### src/rtl/revo_clock_decoder_pkg.sv
// Shared definitions for the revo clock decoder: lock-state encoding,
// default parameter values and the normal-period window.
package revo_clock_decoder_pkg;

    typedef enum logic {
        UNLOCKED = 1'b0,
        LOCKED   = 1'b1
    } lock_state_t;

    localparam int unsigned GAP_WIDTH          = 4;
    localparam int unsigned DEF_NOMINAL_PERIOD = 4;
    localparam int unsigned DEF_PERIOD_TOL     = 1;
    localparam int unsigned DEF_GAP_MIN        = 6;
    localparam int unsigned DEF_GAP_MAX        = 12;
    localparam int unsigned DEF_LOCK_COUNT     = 16;
    localparam int unsigned DEF_STAT_WIDTH     = 16;

    localparam int unsigned DEF_PERIOD_LO = DEF_NOMINAL_PERIOD - DEF_PERIOD_TOL;
    localparam int unsigned DEF_PERIOD_HI = DEF_NOMINAL_PERIOD + DEF_PERIOD_TOL;

    function automatic logic in_window(
        input logic [GAP_WIDTH-1:0] value,
        input logic [GAP_WIDTH-1:0] lo,
        input logic [GAP_WIDTH-1:0] hi
    );
        return (value >= lo) && (value <= hi);
    endfunction

endpackage

### src/rtl/revo_edge_sync.sv
// Two-flop synchronizer for an asynchronous input followed by a registered
// rising-edge strobe (one clk cycle wide).
module revo_edge_sync (
    input  logic clk,
    input  logic rst_n,
    input  logic din,
    output logic rise
);

    logic meta;
    logic sync;
    logic prev;

    always_ff @(posedge clk or negedge rst_n) begin
        if (!rst_n) begin
            meta <= 1'b0;
            sync <= 1'b0;
            prev <= 1'b0;
            rise <= 1'b0;
        end else begin
            meta <= din;
            sync <= meta;
            prev <= sync;
            rise <= sync & ~prev;
        end
    end

endmodule

### src/rtl/revo_clock_decoder.sv
// Recovers revo markers (one suppressed encoded-clock cycle) sampled at clock509.
// Define REVO_DECODER_STATS_EN to build the saturating revo/error counters.
module revo_clock_decoder
    import revo_clock_decoder_pkg::*;
#(
    parameter int unsigned NOMINAL_PERIOD = DEF_NOMINAL_PERIOD,
    parameter int unsigned PERIOD_TOL     = DEF_PERIOD_TOL,
    parameter int unsigned GAP_MIN        = DEF_GAP_MIN,
    parameter int unsigned GAP_MAX        = DEF_GAP_MAX,
    parameter int unsigned LOCK_COUNT     = DEF_LOCK_COUNT,
    parameter int unsigned STAT_WIDTH     = DEF_STAT_WIDTH
) (
    input  logic                  clock509,
    input  logic                  reset_n,
    input  logic                  encoded_in,
    output logic                  revo,
    output logic                  locked,
    output logic                  loss,
    output logic [1:0]            phase,
    output logic [STAT_WIDTH-1:0] revo_count,
    output logic [STAT_WIDTH-1:0] error_count
);

    localparam int unsigned GOOD_WIDTH = $clog2(LOCK_COUNT + 1);
    localparam logic [GAP_WIDTH-1:0]  PERIOD_LO = GAP_WIDTH'(NOMINAL_PERIOD - PERIOD_TOL);
    localparam logic [GAP_WIDTH-1:0]  PERIOD_HI = GAP_WIDTH'(NOMINAL_PERIOD + PERIOD_TOL);
    localparam logic [GAP_WIDTH-1:0]  GAP_MIN_V = GAP_WIDTH'(GAP_MIN);
    localparam logic [GAP_WIDTH-1:0]  GAP_MAX_V = GAP_WIDTH'(GAP_MAX);
    localparam logic [GOOD_WIDTH-1:0] GOOD_LAST = GOOD_WIDTH'(LOCK_COUNT - 1);

    lock_state_t           state;
    lock_state_t           state_next;
    logic                  strobe;
    logic [GAP_WIDTH-1:0]  gap;
    logic [1:0]            phase_cnt;
    logic [GOOD_WIDTH-1:0] good;
    logic [GOOD_WIDTH-1:0] good_next;
    logic                  period_normal;
    logic                  gap_max_hit;
    logic                  revo_next;
    logic                  loss_next;

    revo_edge_sync u_edge_sync (
        .clk   (clock509),
        .rst_n (reset_n),
        .din   (encoded_in),
        .rise  (strobe)
    );

    assign period_normal = strobe && in_window(gap, PERIOD_LO, PERIOD_HI);
    assign gap_max_hit   = (gap == GAP_MAX_V);

    always_ff @(posedge clock509 or negedge reset_n) begin
        if (!reset_n) state <= UNLOCKED;
        else          state <= state_next;
    end

    always_comb begin
        state_next = state;
        case (state)
            UNLOCKED: if (period_normal && good == GOOD_LAST) state_next = LOCKED;
            LOCKED:   if (gap_max_hit) state_next = UNLOCKED;
            default:  state_next = UNLOCKED;
        endcase
    end

    // An edge strobe in the GAP_MIN cycle means the pulse was late, not missing.
    always_comb begin
        revo_next = 1'b0;
        loss_next = 1'b0;
        good_next = good;
        case (state)
            UNLOCKED: begin
                if (period_normal)
                    good_next = (good == GOOD_LAST) ? '0 : good + 1'b1;
                else if (strobe || gap_max_hit)
                    good_next = '0;
            end
            LOCKED: begin
                revo_next = (gap == GAP_MIN_V) && !strobe;
                loss_next = gap_max_hit;
                good_next = '0;
            end
            default: good_next = '0;
        endcase
    end

    always_ff @(posedge clock509 or negedge reset_n) begin
        if (!reset_n) begin
            gap       <= '0;
            phase_cnt <= '0;
            phase     <= '0;
            good      <= '0;
            revo      <= 1'b0;
            loss      <= 1'b0;
            locked    <= 1'b0;
        end else begin
            if (strobe)          gap <= GAP_WIDTH'(1);
            else if (gap != '1)  gap <= gap + 1'b1;
            phase_cnt <= phase_cnt + 1'b1;
            if (strobe) phase <= phase_cnt;
            good   <= good_next;
            revo   <= revo_next;
            loss   <= loss_next;
            locked <= (state_next == LOCKED);
        end
    end

`ifdef REVO_DECODER_STATS_EN
    logic error_event;

    assign error_event = loss_next || (state == LOCKED && strobe && gap < PERIOD_LO);

    always_ff @(posedge clock509 or negedge reset_n) begin
        if (!reset_n) begin
            revo_count  <= '0;
            error_count <= '0;
        end else begin
            if (revo_next && revo_count != '1)    revo_count  <= revo_count + 1'b1;
            if (error_event && error_count != '1) error_count <= error_count + 1'b1;
        end
    end
`else
    assign revo_count  = '0;
    assign error_count = '0;
`endif

endmodule

### config.mk
export PLATFORM = sky130hd
export DESIGN_NAME = revo_clock_decoder
export DESIGN_NICKNAME = d
export VERILOG_FILES = /design/src/rtl/revo_clock_decoder_pkg.sv /design/src/rtl/revo_edge_sync.sv /design/src/rtl/revo_clock_decoder.sv
export SDC_FILE = /design/constraint.sdc
export NUM_CORES = 1
export LEC_CHECK = 0
export ABC_AREA = 1
export CORE_ASPECT_RATIO = 1.1
export CORE_UTILIZATION = 40
export CTS_CLUSTER_SIZE = 28
export DETAILED_ROUTE_END_ITERATION = 10
export PLACE_DENSITY_LB_ADDON = 0.1
export SETUP_SLACK_MARGIN = 0.02
export SYNTH_ARGS = -nofsm -noshare
export SYNTH_HDL_FRONTEND = slang
export SYNTH_SLANG_ARGS = --single-unit
### constraint.sdc
create_clock -name clock509 -period 2 [get_ports clock509]
set_clock_uncertainty 0.05 [all_clocks]
set_input_delay 0.6 -clock clock509 [delete_from_list [all_inputs] [get_ports clock509]]
set_output_delay 0.6 -clock clock509 [all_outputs]
set_load 0.05 [all_outputs]
## Word level (Yosys, flattened, before mapping)

Cells that the tools add are included.

| cells by class | value |
|---|---|
| add/sub/neg operators | 3 |
| order comparisons | 2 |
| equal/unequal tests | 5 |
| multiplexer cells | 11 |
| bitwise logic cells | 3 |
| reductions and logical operators | 7 |

Operator list:

| cell | count |
|---|---|
| $mux W5 | 3 |
| $pmux W5 S2 | 1 |
| $mux W4 | 2 |
| $add A5 B1 Y5 const B | 1 |
| $eq A5 B4 Y1 const B | 1 |
| $add A4 B1 Y4 const B | 1 |
| $eq A4 B3 Y1 const B | 1 |
| $eq A4 B4 Y1 const B | 1 |
| $ge A4 B2 Y1 const B | 1 |
| $le A4 B3 Y1 const B | 1 |
| $logic_and A1 B1 Y1 | 4 |
| $mux W1 | 4 |
| $ne A4 B4 Y1 const B | 1 |
| $ne A3 B3 Y1 const B | 1 |
| $add A2 B1 Y2 const B | 1 |
| $not A1 Y1 | 2 |
| $pmux W1 S2 | 1 |
| $reduce_bool A2 Y1 | 1 |
| $and A1 B1 Y1 | 1 |
| $logic_not A1 Y1 | 1 |
| $logic_or A1 B1 Y1 | 1 |

| storage, ports and cells | value |
|---|---|
| bits in registers | 20 |
| logic and storage cells | 42 |

## Logic depth before layout (Yosys ltp)

Gate-level depths: netlist of the first run.

| depth | value |
|---|---|
| depth after elaboration | 6 |
| depth in mapped cells | 8 |
| mapped depth without buffers | 8 |

## Cells and area by module

A second synthesis of the first run with hierarchy kept.

| unflattened totals | value |
|---|---|
| cells, all modules | 134 |
| area, all modules | 1186.1 um^2 |

By module, submodules not included:

| module | instances | cells an instance | area each (um^2) | sequential area each (um^2) |
|---|---|---|---|---|
| revo_clock_decoder | 1 | 128 | 1076.0 | 400.4 |
| revo_edge_sync | 1 | 6 | 110.1 | 100.1 |

## Least setup slack after synthesis of the first run

No wires, ideal clock.

| timing | value |
|---|---|
| kind | register to register |
| start | reg locked (netlist name) |
| end | reg good[2] |
| library setup time | 0.118 ns |
| arrival | 1.139 ns |
| path slack | 0.693 ns |
| stages on the path, launching flop included | 6 |
| buffers on the path | 0 |
| period minus slack after synthesis | 1.307 ns |
| path through | dfrtp_1 inv_1 nand3_1 inv_1 nand2_1 nand2_1 |

RTL lines:

| what | RTL line | text |
|---|---|---|
| end signal: assignment | revo_clock_decoder.sv:102 | `good <= good_next;` |
| end: declaration | revo_clock_decoder.sv:36 | `logic [GOOD_WIDTH-1:0] good;` |

## Worst setup path in the final report of the first run

| timing | value |
|---|---|
| start | reg locked |
| end | out locked |

RTL lines:

| what | RTL line | text |
|---|---|---|
| start: declaration | revo_clock_decoder.sv:17 | `output logic locked,` |
| start signal: assignment | revo_clock_decoder.sv:105 | `locked <= (state_next == LOCKED);` |

No word-level cell between the ends.

==> reports/metrics.yaml, run 1 <==
rows: 20
port-buffer-count: 7
cp-end-kind: "output pin"
netlist.area_leader.share_pct: 43.1
area_growth_pct: 1.61
fin_nets: 152
cts_buffer_depth: 2
ff2ff_setup_slack_ns: 0.70
layoutNonFillerInstCount: 175
grt_remaining_overflow: 0
cts-root-buf: "clkbuf_4"
antenna_cells: 0
status: "completed"
grt_usage_pct: 11.8
synth_seq_cells: 20
placedCellCount: 171
crit_buf_inv: 1
place_hpwl_mm: 1.26
h-tree-depth: 1
gp_congestion: 0.777
routed_wl_mm: 1.60
endpoint: "locked"
path_cells: "buf_4"
min_path_type: "reg2reg"
grt_pass1_wl_mm: 2.68
via_per_inst: 4.24
ant_nets: 0
tritoncts: "yes"
crit_path_top_delay_cell: "dfrtp_1"
worstRegToRegCells: 8
hold_start: "u_edge_sync.meta$_DFF_PN0_"
grt_pass1_vias: 617
nFillCells: 289
cts.clk_slew.worst_paths_ns: 0.11
avgRoutedWirePerCell_um: 9.15
fin_ws_ns: 0.405
cts-resized-gates: 0
drive_above_1_share_pct: 13.4
max_stage_delay_ns: 0.43
worst_setup_path_start_kind: "flip-flop"
drc: 0
path_delay_family: "flip-flops"
vias: 742
yosys_warnings: 0
rsz0062_at_grt: "no"
grt_max_degree: 21
antenna_found_initial: 0
multiInputGateArea_um2: 489
powerDensity_nw_per_um2: 1000
die_area_um2: 3130
clock-sinks: 20
die_x_um: 53.4
cp_max_fo: 5
rr_endpoint: "good[1]$_DFFE_PN0P_"
fin_crit_ns: 1.60
drtIter0Drc: 6
synth_area_per_cell_um2: 8.87
path_class: "reg2out"
seq_area_frac_synth_pct: 43.1
crit-reg2reg-launch: "gap[1]$_DFFE_PN0P_"
cts_hold_buf: 0
core-area_um2: 2750
synth_cell_types: 19
max_freq_mhz: 627
initial_core_util_pct: 42.2
yosysTopAreaCell: "dfrtp_1"
power.leakage_nw: 0.663
cp.required_ns: 1.35
fin_crit_sh_pct: 79.8
yosys-top-cells-area: "dfrtp_1 43%, buf_4 21%, nand2_1 7.1%"
syn_inst: 131
register_area_um2: 500
clk_latency_ns: 0.29
slew_violations: 0
ir_drop_v: 0.000421
cp.arrival_ns: 0.95
finalSetupViolations: 0
post-place-ws_ns: 0.702
hold_viol_final: 0
syn_area_um2: 1160
cp.depth: 1
finalSetupTns_ns: 0
drv_cap: 0
dr.pass1.iters: 4
ioPinCount: 40
crit_start: "locked$_DFF_PN0_"
cts_setup_buffers: 0
numCtsBuffers: 3
fp.dieH_um: 58.5
-- how the worst min path moves through the flow --
stage                                       to  cells after the start
floorplan                   gap[0]$_DFFE_PN0P_                      0
global placement    u_edge_sync.sync$_DFF_PN0_                      0
detailed placement  u_edge_sync.sync$_DFF_PN0_                      0
CTS                 u_edge_sync.sync$_DFF_PN0_                      0
global route        u_edge_sync.sync$_DFF_PN0_                      0
finish              u_edge_sync.sync$_DFF_PN0_                      0
-- power breakdown --
| group | internal (mW) | leakage (nW) | switching (mW) |
|---|---|---|---|
| clock | 0.111 | 0.0210 | 0.118 |
| sequential | 0.466 | 0.256 | 0.0821 |
| combinational | 0.111 | 0.386 | 0.296 |
| total | 0.688 | 0.663 | 0.496 |
-- final cells by class --
type	instances	area share, %
clock buffers	4	3.07
inverters	13	4.13
multi-input cells	97	41.4
flip-flops and latches	20	42.4
well taps	33	3.50
repair buffers	8	5.51
-- through the flow --
| step | power (mW) | hold slack (ns) | util (%) | cell area, um2 |
|---|---|---|---|---|
| after detailed placement | 0.968 | 0.291 | 41.6 | 1140 |
| after CTS | 1.20 | 0.318 | 42.9 | 1180 |
| after floorplan | 0.940 | 0.254 | - | 1280 |
| final | 1.18 | 0.315 | 42.9 | 1180 |
| after global placement | 0.962 | 0.287 | 41.6 | 1140 |
| after global routing | 1.28 | 0.321 | 42.9 | 1180 |
-- placed cells by master, fill, tap and decap left out --
cell type,synthesis,routed
nand3_1,14,14
dfrtp_1,20,20
nand4_1,2,2
clkbuf_8,0,1
nand2_2,2,2
ha_1,6,6
nor2_4,2,2
nand2_1,22,22
nor2_1,7,7
xor2_1,2,2
conb_1,1,32
o211ai_1,1,1
o21ai_1,2,2
inv_2,2,2
nor2_2,1,1
clkbuf_4,0,3
or2_2,1,1
buf_4,32,6
clkdlybuf4s50_1,0,2
nand3_2,1,1
inv_1,11,11
o21ai_0,2,2
-- routing by layer --
layer | global-route usage, % | vias up | share of wire [%]
li1 | - | 368 | -
met1 | 15.1 | 353 | 47
met2 | 18.8 | 19 | 48
met3 | 3.10 | 2 | 4.4
met4 | 4.51 | 0 | 0.56
met5 | 0 | - | 0
-- logic make-up (layout without fill, tap and decap cells) --
family	count (synthesis)	in the layout	share of synthesized area, %
buffers and inverters	45	25	24.9
AO/OA/AOI/OAI	5	5	2.37
XOR/XNOR	2	2	1.51
AND/OR/NAND/NOR	52	52	21.4
flip-flops	20	20	43.1
adder cells (fa/ha/maj)	6	6	6.46
other	1	32	0.323
-- flip-flops by register name, summed over array words and instances (netlist names) --
register          count
gap                   4
phase                 2
phase_cnt             2
good                  5
u_edge_sync.sync      1
u_edge_sync.meta      1
revo                  1
locked                1
loss                  1
u_edge_sync.prev      1
u_edge_sync.rise      1
-- Yosys cell counts --
cell type and count:
buf_4 32, conb_1 1, dfrtp_1 20, ha_1 6
inv_1 11, inv_2 2, nand2_1 22, nand2_2 2
nand3_1 14, nand3_2 1, nand4_1 2, nor2_1 7
nor2_2 1, nor2_4 2, o211ai_1 1, o21ai_0 2
o21ai_1 2, or2_2 1, xor2_1 2
Power figures use the tool's default switching activity.
==> run 2, diff against run 1 <==
==> constraint.sdc (replaced) <==
create_clock -name clock509 -period 1.6 [get_ports clock509]
set_clock_uncertainty 0.05 [all_clocks]
set_input_delay 0.48 -clock clock509 [delete_from_list [all_inputs] [get_ports clock509]]
set_output_delay 0.48 -clock clock509 [all_outputs]
set_load 0.05 [all_outputs]
==> run 2 against run 1 <==
Against the previous run: count of clock-buffer cells in the layout unchanged; final cell count unchanged; via count fell by 1.9%; sequential share of layout area down 2.1 points; utilization rose by 2.3 points; worst hold slack improved by 0.00057 ns; die area stayed put.
==> reports/metrics.yaml, run 2 (same netlist as run 1, synthesis figures left out) <==
antenna_found_initial: 0  # unchanged
dr.pass1.iters: 4  # unchanged
hold_end: "u_edge_sync.sync$_DFF_PN0_"
rows: 20  # unchanged
max_freq_mhz: 678
cts-resized-gates: 0  # unchanged
p_comb_share_pct: 35.1  # +0.8 points
largest_register: "good"
h-tree-depth: 1  # unchanged
die_area_um2: 3130  # unchanged
cp_max_fo: 5  # unchanged
avgRoutedWirePerCell_um: 9.48  # +3.6%
via_per_inst: 4.16  # -1.9%
cts_buffer_depth: 2  # unchanged
busiest_layer: "met2"
gr-usage-met2_pct: 21.3  # +2.5 points
hold_viol_final: 0  # unchanged
drtIter0Drc: 5  # -1
max_stage_delay_ns: 0.47  # +0.04 ns
grt_pass1_wl_mm: 2.84  # +5.9%
slew_violations: 0  # unchanged
switchingPower_mw: 0.633  # +28%
cp.required_ns: 1.07  # -0.28 ns
crit_path_top_delay_cell: "dfrtp_1"
use_met3_pct: 3.10  # unchanged
worst_setup_path_start_kind: "flip-flop"
fin_crit_ns: 1.48
pwr-share-seq_pct: 45.5  # -0.8 points
crit-reg2reg-launch: "gap[0]$_DFFE_PN0P_"
grt_usage_pct: 12.3  # +0.55 points
clk_latency_ns: 0.29  # about the same
gp_congestion: 0.821  # +5.8%
grt_remaining_overflow: 0  # unchanged
antenna_cells: 0  # unchanged
clkPwrFrac_pct: 19.4  # about the same
area_growth_pct: 7.00
cts.clk_slew.worst_paths_ns: 0.11  # about the same
port-buffer-count: 7  # unchanged
cts-root-buf: "clkbuf_4"
ir_drop_v: 0.000532  # +26%
grt_pass1_vias: 676  # +9.6%
rsz0062_at_grt: "no"
path_class: "reg2out"
initial_core_util_pct: 42.2  # unchanged
crit_buf_inv: 1  # unchanged
vias: 728  # -1.9%
reg.largest.list: "good x5, gap x4"
grt_use_met1_pct: 14.5  # -0.59 points
fin_nets: 152  # unchanged
cp-end-kind: "output pin"
drv_cap: 0  # unchanged
status: "completed"
rr_endpoint: "good[4]$_DFFE_PN0P_"
routed_wl_mm: 1.66  # +3.6%
cts_setup_buffers: 0  # unchanged
min_path_type: "reg2reg"
drive_above_1_share_pct: 13.4  # unchanged
tritoncts: "yes"
numCtsBuffers: 3  # unchanged
clock-sinks: 20  # unchanged
p_total_mw: 1.51  # +28%
ff2ff_setup_slack_ns: 0.27  # -0.43 ns
sw_frac_of_total_pct: 41.9  # +0.046 points
die_x_um: 53.4  # unchanged
fp.dieH_um: 58.5  # unchanged
power.leakage_nw: 0.679  # +2.4%
worstRegToRegCells: 7  # -1
layout_commonest_cell: "conb_1"
final_cell_mix: "32 x conb_1, 22 x nand2_1, 20 x dfrtp_1"
core-area_um2: 2750  # unchanged
hold_start: "u_edge_sync.meta$_DFF_PN0_"
drc: 0  # unchanged
fin_crit_sh_pct: 92.2
p_int_mw: 0.878  # +28%
path_cells: "buf_12"
ant_nets: 0  # unchanged
largest_register_ff_count: 5  # unchanged
grt_max_degree: 21  # unchanged
hold_depth: 0  # unchanged
finalSetupViolations: 0  # unchanged
path_delay_family: "flip-flops"
cts_hold_buf: 0  # unchanged
cp.arrival_ns: 0.95  # about the same
finalSetupTns_ns: 0  # unchanged
ioPinCount: 40  # unchanged
powerDensity_nw_per_um2: 1210  # +21%
place_hpwl_mm: 1.26  # +0.36%
## run 2: cell count changes in the layout (fill, tap and decap cells not counted)
| cell | previous run | this run |
|---|---|---|
| buf_12 | 0 | 5 |
| buf_4 | 6 | 1 |
## run 2: cell type report
| cell class | count | area, um2 |
|---|---|---|
| Timing Repair Buffer | 8 | 128 |
| Fill cell | 279 | 1510 |
| Clock buffer | 4 | 36.3 |
| Tap cell | 33 | 41.3 |
| Multi-Input combinational cell | 97 | 489 |
| Sequential cell | 20 | 500 |
| Inverter | 13 | 48.8 |
## run 2: power groups by stage
| stage | clock (mW) | sequential, mW | combinational (mW) |
|---|---|---|---|
| 4_1_cts | 0.307 | 0.688 | 0.534 |
| 3_3_place_gp | 0 | 0.696 | 0.521 |
| 6_report | 0.293 | 0.688 | 0.530 |
| 2_1_floorplan | 0 | 0.691 | 0.483 |
| 5_1_grt | 0.321 | 0.700 | 0.595 |
| 3_5_place_dp | 0 | 0.696 | 0.535 |
## run 2: worst max-delay path by stage
stage,from,end,cells after the start
after global placement,gap[0]$_DFFE_PN0P_,good[0]$_DFFE_PN0P_,7
after detailed placement,gap[0]$_DFFE_PN0P_,good[1]$_DFFE_PN0P_,7
after floorplan,locked$_DFF_PN0_,good[2]$_DFFE_PN0P_,5
final,locked$_DFF_PN0_,locked,1
after CTS,locked$_DFF_PN0_,locked,1
after global routing,locked$_DFF_PN0_,locked,1
## run 2: worst register-to-register path, stage by stage, from the launching register on
cell	delay (ns)
dfrtp_1	0.42
inv_1	0.12
ha_1	0.21
nand3_1	0.11
nand3_1	0.08
inv_1	0.14
nand2_1	0.07
nand2_1	0.07
## run 2: routing by layer
metal  part of all wire, %  up-vias
met5                     0        -
met4                  0.72        0
met3                   4.0        2
met2                    51       19
met1                    44      340
li1                      -      367
## run 2: metrics by stage
step                hold WS, ns  cell area, um2  setup slack [ns]  utilization [%]  std cells
finish                    0.316            1240             0.125             45.2        175
floorplan                 0.134            1280             0.293                -        162
detailed placement        0.292            1210             0.282             43.9        171
global route              0.332            1240            0.0508             45.2        175
global placement          0.289            1210             0.293             43.9        171
CTS                       0.319            1240             0.109             45.2        175
==> run 3, diff against run 2 <==
--- a/config.mk
+++ b/config.mk
@@ -8,6 +8,7 @@
 export ABC_AREA = 1
 export CORE_ASPECT_RATIO = 1.1
 export CORE_UTILIZATION = 40
+export CTS_BUF_LIST = sky130_fd_sc_hd__clkbuf_8
 export CTS_CLUSTER_SIZE = 28
 export DETAILED_ROUTE_END_ITERATION = 10
 export PLACE_DENSITY_LB_ADDON = 0.1
==> constraint.sdc (replaced) <==
create_clock -name clock509 -period 1.6 [get_ports clock509]
set_clock_uncertainty 0.05 [all_clocks]
set_input_delay 0.32 -clock clock509 [delete_from_list [all_inputs] [get_ports clock509]]
set_output_delay 0.32 -clock clock509 [all_outputs]
set_load 0.05 [all_outputs]
==> run 3 against run 2 <==
Against the previous run: worst hold slack lost 0.0083 ns; largest cell class unchanged; critical path type is now reg2reg; final area grew 0.80%; via count shrank 2.5%; clock power grew 71%.
==> reports/metrics.yaml, run 3 (same netlist as run 1, synthesis figures left out) <==
area_growth_pct: 7.86
finalSetupTns_ns: 0  # unchanged
cp_max_fo: 5  # unchanged
cts_hold_buf: 0  # unchanged
drv_cap: 0  # unchanged
placedCellCount: 171  # unchanged
clk_latency_ns: 0.25  # -0.04 ns
fin_crit_ns: 1.32  # -0.156 ns
place_hpwl_mm: 1.18  # -6.4%
max_stage_delay_ns: 0.42  # -0.05 ns
place_area_um2: 1180  # -2.1%
ioPinCount: 40  # unchanged
rows: 20  # unchanged
post-place-ws_ns: 0.273  # -0.00898 ns
port-buffer-count: 7  # unchanged
grt_max_degree: 21  # unchanged
gp_congestion: 0.815  # -0.73%
cts.clk_slew.worst_paths_ns: 0.08  # -0.03 ns
fin_util_pct: 45.5  # +0.36 points
finalSetupViolations: 0  # unchanged
tritoncts: "yes"
crit_path_top_delay_cell: "dfrtp_1"
ant_nets: 0  # unchanged
cts-resized-gates: 0  # unchanged
largest_register: "good"
path_delay_family: "flip-flops"
die_area_um2: 3130  # unchanged
cp-end-kind: "flip-flop"
hold_viol_final: 0  # unchanged
stdcell_area_um2: 1250  # +0.80%
die_x_um: 53.4  # unchanged
drive_above_1_share_pct: 13.4  # unchanged
grt_usage_pct: 12.2  # -0.13 points
drc: 0  # unchanged
power.leakage_nw: 0.688  # +1.4%
hold_slack_ns: 0.307  # -0.00833 ns
antenna_found_initial: 0  # unchanged
fin_nets: 152  # unchanged
cp.required_ns: 1.70  # +0.63 ns
routed_wl_mm: 1.58  # -4.7%
clock-sinks: 20  # unchanged
multiInputGateArea_um2: 489  # unchanged
cp.arrival_ns: 1.42  # +0.47 ns
dr.pass1.iters: 4  # unchanged
final_cell_mix: "32 x conb_1, 22 x nand2_1, 20 x dfrtp_1"
via_per_inst: 4.06  # -2.5%
status: "completed"
h-tree-depth: 1  # unchanged
path_class: "reg2reg"
fin_ws_ns: 0.281  # +0.156 ns
worst_setup_path_start_kind: "flip-flop"
grt_pass1_vias: 655  # -3.1%
fin_crit_sh_pct: 82.4  # -9.8 points
min_path_type: "reg2reg"
numCtsBuffers: 3  # unchanged
largest_register_ff_count: 5  # unchanged
avgRoutedWirePerCell_um: 9.03  # -4.7%
antenna_cells: 0  # unchanged
p_total_mw: 1.71  # +13%
reg.largest.list: "good x5, gap x4"
vias: 710  # -2.5%
cts_setup_buffers: 0  # unchanged
core-area_um2: 2750  # unchanged
path_cells: "inv_1, ha_1, nand3_1, nand3_1, inv_1, nand2_1, nand2_1"
register_area_um2: 500  # unchanged
cts-root-buf: "clkbuf_8"
layout_commonest_cell: "conb_1"
max_freq_mhz: 758  # +12%
initial_core_util_pct: 42.2  # unchanged
ir_drop_v: 0.000627  # +18%
crit_buf_inv: 2  # +1
grt_remaining_overflow: 0  # unchanged
drtIter0Drc: 7  # +2
nFillCells: 277  # -0.72%
grt_pass1_wl_mm: 2.80  # -1.4%
slew_violations: 0  # unchanged
layoutNonFillerInstCount: 175  # unchanged
powerDensity_nw_per_um2: 1370  # +12%
rsz0062_at_grt: "no"
cts_buffer_depth: 2  # unchanged
fp.dieH_um: 58.5  # unchanged
[run 3: layout make-up]
class | count | area share (%)
flip-flops and latches | 20 | 39.9
repair buffers | 8 | 8.18
clock buffers | 3 | 3.29
clock inverters | 1 | 2.40
well taps | 33 | 3.29
inverters | 13 | 3.89
multi-input cells | 97 | 39.0
[run 3: routing by layer]
metal | global-route usage [%] | share of wire (%) | wire length (um) | up-vias
met5 | 0 | 0 | 0 | -
li1 | - | - | - | 366
met4 | 3.76 | 0.57 | 9 | 0
met3 | 3.10 | 4.8 | 76 | 2
met1 | 16.4 | 48 | 752 | 316
met2 | 19.1 | 47 | 742 | 26
[run 3: path summary, 6_finish.rpt]
path | startpoint | to | slack (ns) | cells after the start
min in group asynchronous | reset_n | good[1]$_DFFE_PN0P_ | 0.35 | 2
setup reg to reg | gap[0]$_DFFE_PN0P_ | good[0]$_DFFE_PN0P_ | 0.28 | 7
hold reg to reg | u_edge_sync.meta$_DFF_PN0_ | u_edge_sync.sync$_DFF_PN0_ | 0.31 | 0
setup / recovery | gap[0]$_DFFE_PN0P_ | good[0]$_DFFE_PN0P_ | 0.28 | 7
hold / removal | u_edge_sync.meta$_DFF_PN0_ | u_edge_sync.sync$_DFF_PN0_ | 0.31 | 0
max in group asynchronous | reset_n | phase[0]$_DFFE_PN0P_ | 0.95 | 2
[run 3: where the power goes]
part / leakage (nW) / total (mW) / switching [mW] / internal (mW)
Clock: 0.0357 / 0.501 / 0.168 / 0.334
Combinational: 0.396 / 0.521 / 0.367 / 0.153
Sequential: 0.256 / 0.691 / 0.107 / 0.583
